$ cat config.mk
export PLATFORM = sky130hd
export DESIGN_NAME = mul_unit_flat
export DESIGN_NICKNAME = d
export VERILOG_FILES = /design/src/rtl/mul_unit_pkg.sv /design/src/rtl/mul_unit_if.sv /design/src/rtl/mul_unit.sv /design/src/flat_wrapper.sv
export SDC_FILE = /design/constraint.sdc
export NUM_CORES = 1
export LEC_CHECK = 0
export BUFFER_PORTS_ARGS = -buffer_cell sky130_fd_sc_hd__buf_2
export CORE_MARGIN = 1.5
export CORE_UTILIZATION = 45
export DETAILED_ROUTE_END_ITERATION = 6
export PLACE_DENSITY_LB_ADDON = 0.1
export SYNTH_ARGS = -nofsm -noshare
export SYNTH_HDL_FRONTEND = slang
export SYNTH_SLANG_ARGS = --single-unit
$ cat constraint.sdc
create_clock -name clk -period 3.65 [get_ports clk]
set_clock_uncertainty 0.05 [all_clocks]
set_input_delay 0.9125 -clock clk [delete_from_list [all_inputs] [get_ports clk]]
set_output_delay 0.9125 -clock clk [all_outputs]
set_load 0.01 [all_outputs]
$ cat src/rtl/mul_unit_pkg.sv
// mul_unit_pkg: shared multiply-operation encodings used by the decoder, the multiplier and the result mux
package mul_unit_pkg;
    typedef enum logic [1:0] {
        MUL    = 2'b00,
        MULH   = 2'b01,
        MULHSU = 2'b10,
        MULHU  = 2'b11
    } mul_sel_e;
endpackage

$ cat src/rtl/mul_unit_if.sv
// mul_unit_if: request/result bundle between the execute stage and the multiplier
interface mul_unit_if #(
    parameter int N = 32
) ();
    logic         start;
    logic [N-1:0] A;
    logic [N-1:0] B;
    logic [1:0]   MulSel;
    logic         busy;
    logic         done;
    logic [N-1:0] MulRes;

    modport master (output start, A, B, MulSel, input busy, done, MulRes);
    modport slave  (input start, A, B, MulSel, output busy, done, MulRes);
endinterface

$ cat src/rtl/mul_unit.sv
// mul_unit: iterative radix-2 shift-add multiplier for mul/mulh/mulhsu/mulhu, N+2 cycles per operation
module mul_unit
    import mul_unit_pkg::*;
#(
    parameter int N = 32
) (
    input logic       clk,
    input logic       rst,
    mul_unit_if.slave m
);
    localparam int CW = $clog2(N) + 1;
    localparam logic [1:0] IDLE = 2'd0;
    localparam logic [1:0] RUN  = 2'd1;
    localparam logic [1:0] FIX  = 2'd2;

    logic [1:0]     state_q, state_d;
    logic [CW-1:0]  cnt_q, cnt_d;
    logic [N-1:0]   mcand_q, mcand_d;
    logic [N-1:0]   mplier_q, mplier_d;
    logic [2*N-1:0] acc_q, acc_d;
    logic           neg_q, neg_d;
    mul_sel_e       sel_q, sel_d;
    logic           busy_q, busy_d;
    logic           done_q, done_d;
    logic [N-1:0]   res_q, res_d;
    logic           sa, sb;
    logic [N:0]     sum;
    logic [2*N-1:0] prod;

    // capture magnitudes and sign in IDLE, one shift-add step per RUN cycle, sign fix and result select in FIX
    always_comb begin
        state_d  = state_q;
        cnt_d    = cnt_q;
        mcand_d  = mcand_q;
        mplier_d = mplier_q;
        acc_d    = acc_q;
        neg_d    = neg_q;
        sel_d    = sel_q;
        res_d    = res_q;
        done_d   = 1'b0;
        sa       = m.A[N-1] & (m.MulSel == MULH || m.MulSel == MULHSU);
        sb       = m.B[N-1] & (m.MulSel == MULH);
        sum      = {1'b0, acc_q[2*N-1:N]} + (mplier_q[0] ? {1'b0, mcand_q} : '0);
        prod     = neg_q ? -acc_q : acc_q;
        case (state_q)
            IDLE: if (m.start) begin
                state_d  = RUN;
                cnt_d    = '0;
                mcand_d  = sa ? -m.A : m.A;
                mplier_d = sb ? -m.B : m.B;
                acc_d    = '0;
                neg_d    = sa ^ sb;
                sel_d    = mul_sel_e'(m.MulSel);
            end
            RUN: begin
                acc_d    = {sum, acc_q[N-1:1]};
                mplier_d = mplier_q >> 1;
                cnt_d    = cnt_q + 1'b1;
                state_d  = (cnt_q == CW'(N - 1)) ? FIX : RUN;
            end
            FIX: begin
                res_d   = (sel_q == MUL) ? prod[N-1:0] : prod[2*N-1:N];
                done_d  = 1'b1;
                state_d = IDLE;
            end
            default: state_d = IDLE;
        endcase
        busy_d = state_d != IDLE;
    end

    // register all state and outputs; reset discards any in-flight operation
    always_ff @(posedge clk) begin
        if (rst) begin
            state_q  <= IDLE;
            cnt_q    <= '0;
            mcand_q  <= '0;
            mplier_q <= '0;
            acc_q    <= '0;
            neg_q    <= 1'b0;
            sel_q    <= MUL;
            busy_q   <= 1'b0;
            done_q   <= 1'b0;
            res_q    <= '0;
        end else begin
            state_q  <= state_d;
            cnt_q    <= cnt_d;
            mcand_q  <= mcand_d;
            mplier_q <= mplier_d;
            acc_q    <= acc_d;
            neg_q    <= neg_d;
            sel_q    <= sel_d;
            busy_q   <= busy_d;
            done_q   <= done_d;
            res_q    <= res_d;
        end
    end

    assign m.busy   = busy_q;
    assign m.done   = done_q;
    assign m.MulRes = res_q;
endmodule
$ cat src/flat_wrapper.sv
// flat-port wrapper written by rule: the top's interface ports become plain ports
module mul_unit_flat import mul_unit_pkg::*;
#(
    parameter int N = 32
)
  (clk, rst, m_start, m_A, m_B, m_MulSel, m_busy, m_done, m_MulRes);
  mul_unit_if #(.N(N)) m_i ();
  input logic clk;
  input logic rst;
  input wire logic [$bits(m_i.start)-1:0] m_start;
  input wire logic [$bits(m_i.A)-1:0] m_A;
  input wire logic [$bits(m_i.B)-1:0] m_B;
  input wire logic [$bits(m_i.MulSel)-1:0] m_MulSel;
  output wire logic [$bits(m_i.busy)-1:0] m_busy;
  output wire logic [$bits(m_i.done)-1:0] m_done;
  output wire logic [$bits(m_i.MulRes)-1:0] m_MulRes;
  assign m_i.start = m_start;
  assign m_i.A = m_A;
  assign m_i.B = m_B;
  assign m_i.MulSel = m_MulSel;
  assign m_busy = m_i.busy;
  assign m_done = m_i.done;
  assign m_MulRes = m_i.MulRes;
  mul_unit #(.N(N)) u_core (.clk(clk), .rst(rst), .m(m_i));
endmodule
# Word level (Yosys, flattened, before mapping)
# Cells that the tools add are included.
# op_classes
add_sub_neg,5
n_mux,15
eq_ne,6
reduce_logical,7
n_bitwise,3
# op_table
op,n
$mux W32,5
$mux W64,2
$pmux W64 S2,1
$neg A32 Y32,2
$neg A64 Y64,1
$pmux W32 S2,1
$add A32 B33 Y33,1
$pmux W6 S2,1
$add A6 B1 Y6 const B,1
$eq A6 B5 Y1 const B,1
$mux W6,1
$eq A2 B1 Y1 const B,2
$eq A2 B2 Y1 const B,2
$logic_not A2 Y1,2
$mux W2,2
$pmux W2 S2,1
$reduce_and A2 Y1,2
$reduce_bool A2 Y1,2
$and A1 B1 Y1,2
$ne A2 B2 Y1 const B,1
$logic_or A1 B1 Y1,1
$mux W1,1
$xor A1 B1 Y1,1
# totals
out_inout_bits,34
ff_bits,173
inputBits,69

# Longest topological paths before layout
# logic_depth
depth_word,5
depth_mapped,12
mapped_depth_nobuf,11

# Least setup slack after synthesis
# OpenSTA, ideal clock, no wires.
# synth_path
kind,register to register
start,register u_core.acc_q[1]
end,"register u_core.res_q[12], in the netlist u_core.m.MulRes[12]"
arrival_time_ns,3.224
setup_ns,0.132
period_less_slack_ns,3.405
required_ns,3.468
stages_incl_launch_ff,12
slack_ns,0.245
path_buffers,2
cell_sequence,dfxtp_1 inv_1 ha_1 or4b_4 or4b_4 buf_6 or4_4 buf_6 nor3b_1 mux2_2 a2111oi_0 nor3_1
# synth_between
elab_chain_cells,3
# synth_lines
item,line_no,source
from (decl),mul_unit.sv:20,"logic [2*N-1:0] acc_q, acc_d;"
from (signal assigned),mul_unit.sv:78,acc_q <= '0;
from (signal assigned),mul_unit.sv:89,acc_q <= acc_d;
$neg A64 Y64,mul_unit.sv:44,prod = neg_q ? -acc_q : acc_q;
$mux W64,mul_unit.sv:44,
$mux W32,mul_unit.sv:62,res_d = (sel_q == MUL) ? prod[N-1:0] : prod[2*N-1:N];
to (signal assigned),mul_unit.sv:94,res_q <= res_d;
to (decl),mul_unit.sv:25,"logic [N-1:0] res_q, res_d;"
# No other way between the ends.
# A chain may end at the register's enable or synchronous reset.

# Worst setup path in the final report
# layout_path
start,register u_core.acc_q[1]
end,"register u_core.res_q[26], in the netlist u_core.m.MulRes[26]"
# Same word-level chain as after synthesis.

==> results.sh <==
export IMPL_wl_per_cell_um=18.3
export IMPL_cp_arrival_ps=3770
export IMPL_syn_inst=1433
export IMPL_ios=103
export IMPL_fin_nets=1605
export IMPL_drt_met1_wl_um=16000
export IMPL_grt_antenna_before_repair=0
export IMPL_grt_pass1_vias=9717
export IMPL_fin_crit_ps=3500
export IMPL_slowest_stage="or4b_4"
export IMPL_die_h_um=160
export IMPL_start_util_pct=45.7
export IMPL_setup_viol_count_final=0
export IMPL_numCtsBuffers=17
export IMPL_rrSetupSlack_ps=150
export IMPL_cts_setup_buffers=0
export IMPL_n_antenna_cell=0
export IMPL_chipWidth_um=160
export IMPL_cts_tree="done"
export IMPL_grt_usage_pct=26.3
export IMPL_drt_iter0_markers=808
export IMPL_maxCapViolCount=0
export IMPL_dr_wl_met3_um=2070
export IMPL_wl_um=33600
export IMPL_ys_async_sr_fraction_pct=0
export IMPL_clk_latency_ps=440
export IMPL_cts_root_buf="clkbuf_16"
export IMPL_hold_buffers=0
export IMPL_met2_length_um=14800
export IMPL_power_density_nw_per_um2=362
export IMPL_p_leak_uw=0.00498
export IMPL_yosys_area_top_type="dfxtp_1"
export IMPL_overflow=0
export IMPL_maxSlewViolCount=0
export IMPL_clk_pin_slew_ps=70
export IMPL_final_setup_tns_ps=0
export IMPL_htreeDepth=4
export IMPL_startpoint_type="flop"
export IMPL_viasPerCell=5.87
export IMPL_port_buffers=102
export IMPL_crit_path_cell_trace="inv_1 -> ha_1 -> or4b_4 -> or4b_4 -> or3_1 -> or4_4 -> o31ai_2 -> xor2_1 -> a2111oi_1"
export IMPL_synth_nets=1540
export IMPL_syn_area_um2=11000
export IMPL_highest_layer="met4"
export IMPL_ys_seq_area_share_pct=31.3
export IMPL_rsz0062_at_grt="false"
export IMPL_clk_path_buf_depth=2
export IMPL_yosys_warnings=0
export IMPL_tightest_slew_ps=1120
export IMPL_dr_pass1_iters=5
export IMPL_dp_hpwl_um=25300
export IMPL_cp_max_fo=10
export IMPL_cp_slowest_stage_delay_ps=610
export IMPL_rows=57
export IMPL_synth_seq_cells=173
export IMPL_r2r_start="u_core.acc_q[1]"
export IMPL_synth_edff_count=0
export IMPL_synthToLayoutAreaGrowth_pct=13.3
export IMPL_yosys_cell_types_count=66
export IMPL_grt_max_degree=62
export IMPL_timing_final_crit_share_pct=95.8
export IMPL_synth_top_area_share_pct=31.3
export IMPL_cp_endpoint="u_core.m.MulRes[26]"
export IMPL_final_antenna_net_count=0
export IMPL_dieArea_um2=25500
export IMPL_gp_congestion=0.912
export IMPL_synth_main_ff_cell="dfxtp_1"
export IMPL_worstRegToRegCells=9
export IMPL_end_kind="flop"
export IMPL_fin_util_pct=51.8
export IMPL_rr_endpoint="u_core.m.MulRes[26]"
export IMPL_cts_sinks=173
export IMPL_max_freq_mhz=286
export IMPL_holdCritPathClass="flop to flop"
export IMPL_crit_top_cell="or4b_4"
export IMPL_vdd_drop_max_mv=0.269
export IMPL_drc=0
export IMPL_cp_required_ps=3920
export IMPL_finalHoldViolations=0
export IMPL_vias=10800
export IMPL_crit_start="u_core.acc_q[1]"
export IMPL_grt_first_pass_wirelength_um=53800
export IMPL_nFillCells=2413
export IMPL_syn_area_per_cell_um2=7.71
export IMPL_status="complete, no violations"
export IMPL_drive_gt1_share_pct=13.7
export IMPL_synthTopCellsByArea="dfxtp_1, o21ai_0, nand2_1"
export IMPL_core_area_um2=24200
export IMPL_worst_slew_margin_rel_pct=25.0
export IMPL_path_class="flop to flop"
[cell usage after synthesis, types with 36 or more instances]
library cell,instances
a211oi_1,41
a21oi_1,100
and2_1,36
clkbuf_1,85
dfxtp_1,173
ha_1,37
nand2_1,158
nor2_1,136
o21ai_0,120
xnor2_1,48
xor2_1,65
[sequential cells by signal, indices dropped and copies added, names as in the netlist, 2 cells and up]
register / flops
u_core.mcand_q: 32
u_core.cnt_q: 6
u_core.sel_q: 2
u_core.m.MulRes: 32
u_core.acc_q: 64
u_core.mplier_q: 32
u_core.state_q: 2
[worst max-delay path, delay by kind of cell (launching register included)]
family                     cells  cell delay [ps]
buffers and inverters          1              110
adders and majority gates      1              180
DFF                            1              350
AOI/OAI and AO/OA              2              630
xor gates and xnor gates       1              100
and+or+nand+nor                4             1970
[stage by stage]
step	instances	hold slack [ps]	cell area, um2	total power [uW]	setup WS (ps)
after floorplan	1433	375	11000	2540	245
after CTS	1835	403	12500	4550	98.6
after global placement	1803	382	11900	2780	173
after detailed placement	1803	386	11900	2780	115
final	1835	395	12500	4540	152
after global routing	1835	431	12500	4740	11.6
[per-layer routing]
metal	global-route usage, %	up-vias
met5	0	-
met4	8.10	0
met3	3.64	52
met2	40.6	378
met1	38.0	4955
li1	-	5385
[placed cells by master, fill, tap and decap left out, types with 17 or more instances in the layout]
cell type  Yosys  layout
a211oi_1      41      41
a21oi_1      100     100
a22o_1        35      35
a22oi_1       17      17
and2_1        36      36
buf_2          2     102
buf_4          0      42
clkbuf_16      0      17
dfxtp_1      173     172
ha_1          37      37
nand2_1      158     158
nand3_1       31      31
nor2_1       136     132
nor3_1        34      34
nor4_1        18      18
o211ai_1      17      17
o21ai_0      120     120
o31ai_1       35      34
or3_1         20      20
or4_1         25      24
xnor2_1       48      48
xor2_1        65      65
[repair_timing]
item,4_1_cts,5_1_grt
hold endpoints to repair,0,0
endpoints found under the setup margin,0,2
gates resized for setup,0,5
[area by class of cell]
type | instances | area [um2] | area share (%)
inverter | 15 | 56.3 | 0.450
timing repair buffer | 146 | 866 | 6.91
multi-input combinational | 1145 | 7170 | 57.2
clock inverter | 13 | 120 | 0.959
tap | 324 | 405 | 3.24
clock buffer | 19 | 443 | 3.54
sequential | 173 | 3460 | 27.7
[logic make-up (layout without fill, tap and decap cells)]
family / after synthesis / in the layout / synth area share (%)
buffers and inverters: 115 / 193 / 4.13
multiplexers: 13 / 13 / 1.22
AND/OR/NAND/NOR: 530 / 530 / 23.3
AO/OA/AOI/OAI: 451 / 451 / 26.7
adder cells (fa/ha/maj): 38 / 38 / 4.37
XOR/XNOR: 113 / 113 / 8.96
flip-flops: 173 / 173 / 31.3
[where the power goes]
part / internal, uW / total, uW / switching, uW
clock network: 923 / 1790 / 866
registers: 1970 / 2030 / 66.7
logic: 273 / 715 / 442
[how the worst min path moves through the flow]
| stage | start | slack [ps] | cells past startpoint | end |
|---|---|---|---|---|
| 6_report | u_core.m.MulRes[4] | 400 | 2 | u_core.m.MulRes[4] |
| 5_1_grt | u_core.mcand_q[16] | 430 | 2 | u_core.mcand_q[16] |
| 4_1_cts | u_core.m.MulRes[4] | 400 | 2 | u_core.m.MulRes[4] |
| 3_5_place_dp | u_core.m.MulRes[4] | 390 | 2 | u_core.m.MulRes[4] |
| 3_3_place_gp | u_core.m.MulRes[31] | 380 | 1 | u_core.m.MulRes[31] |
| 2_1_floorplan | u_core.mplier_q[15] | 380 | 2 | u_core.mplier_q[15] |
(Power assumes the default switching activity.)
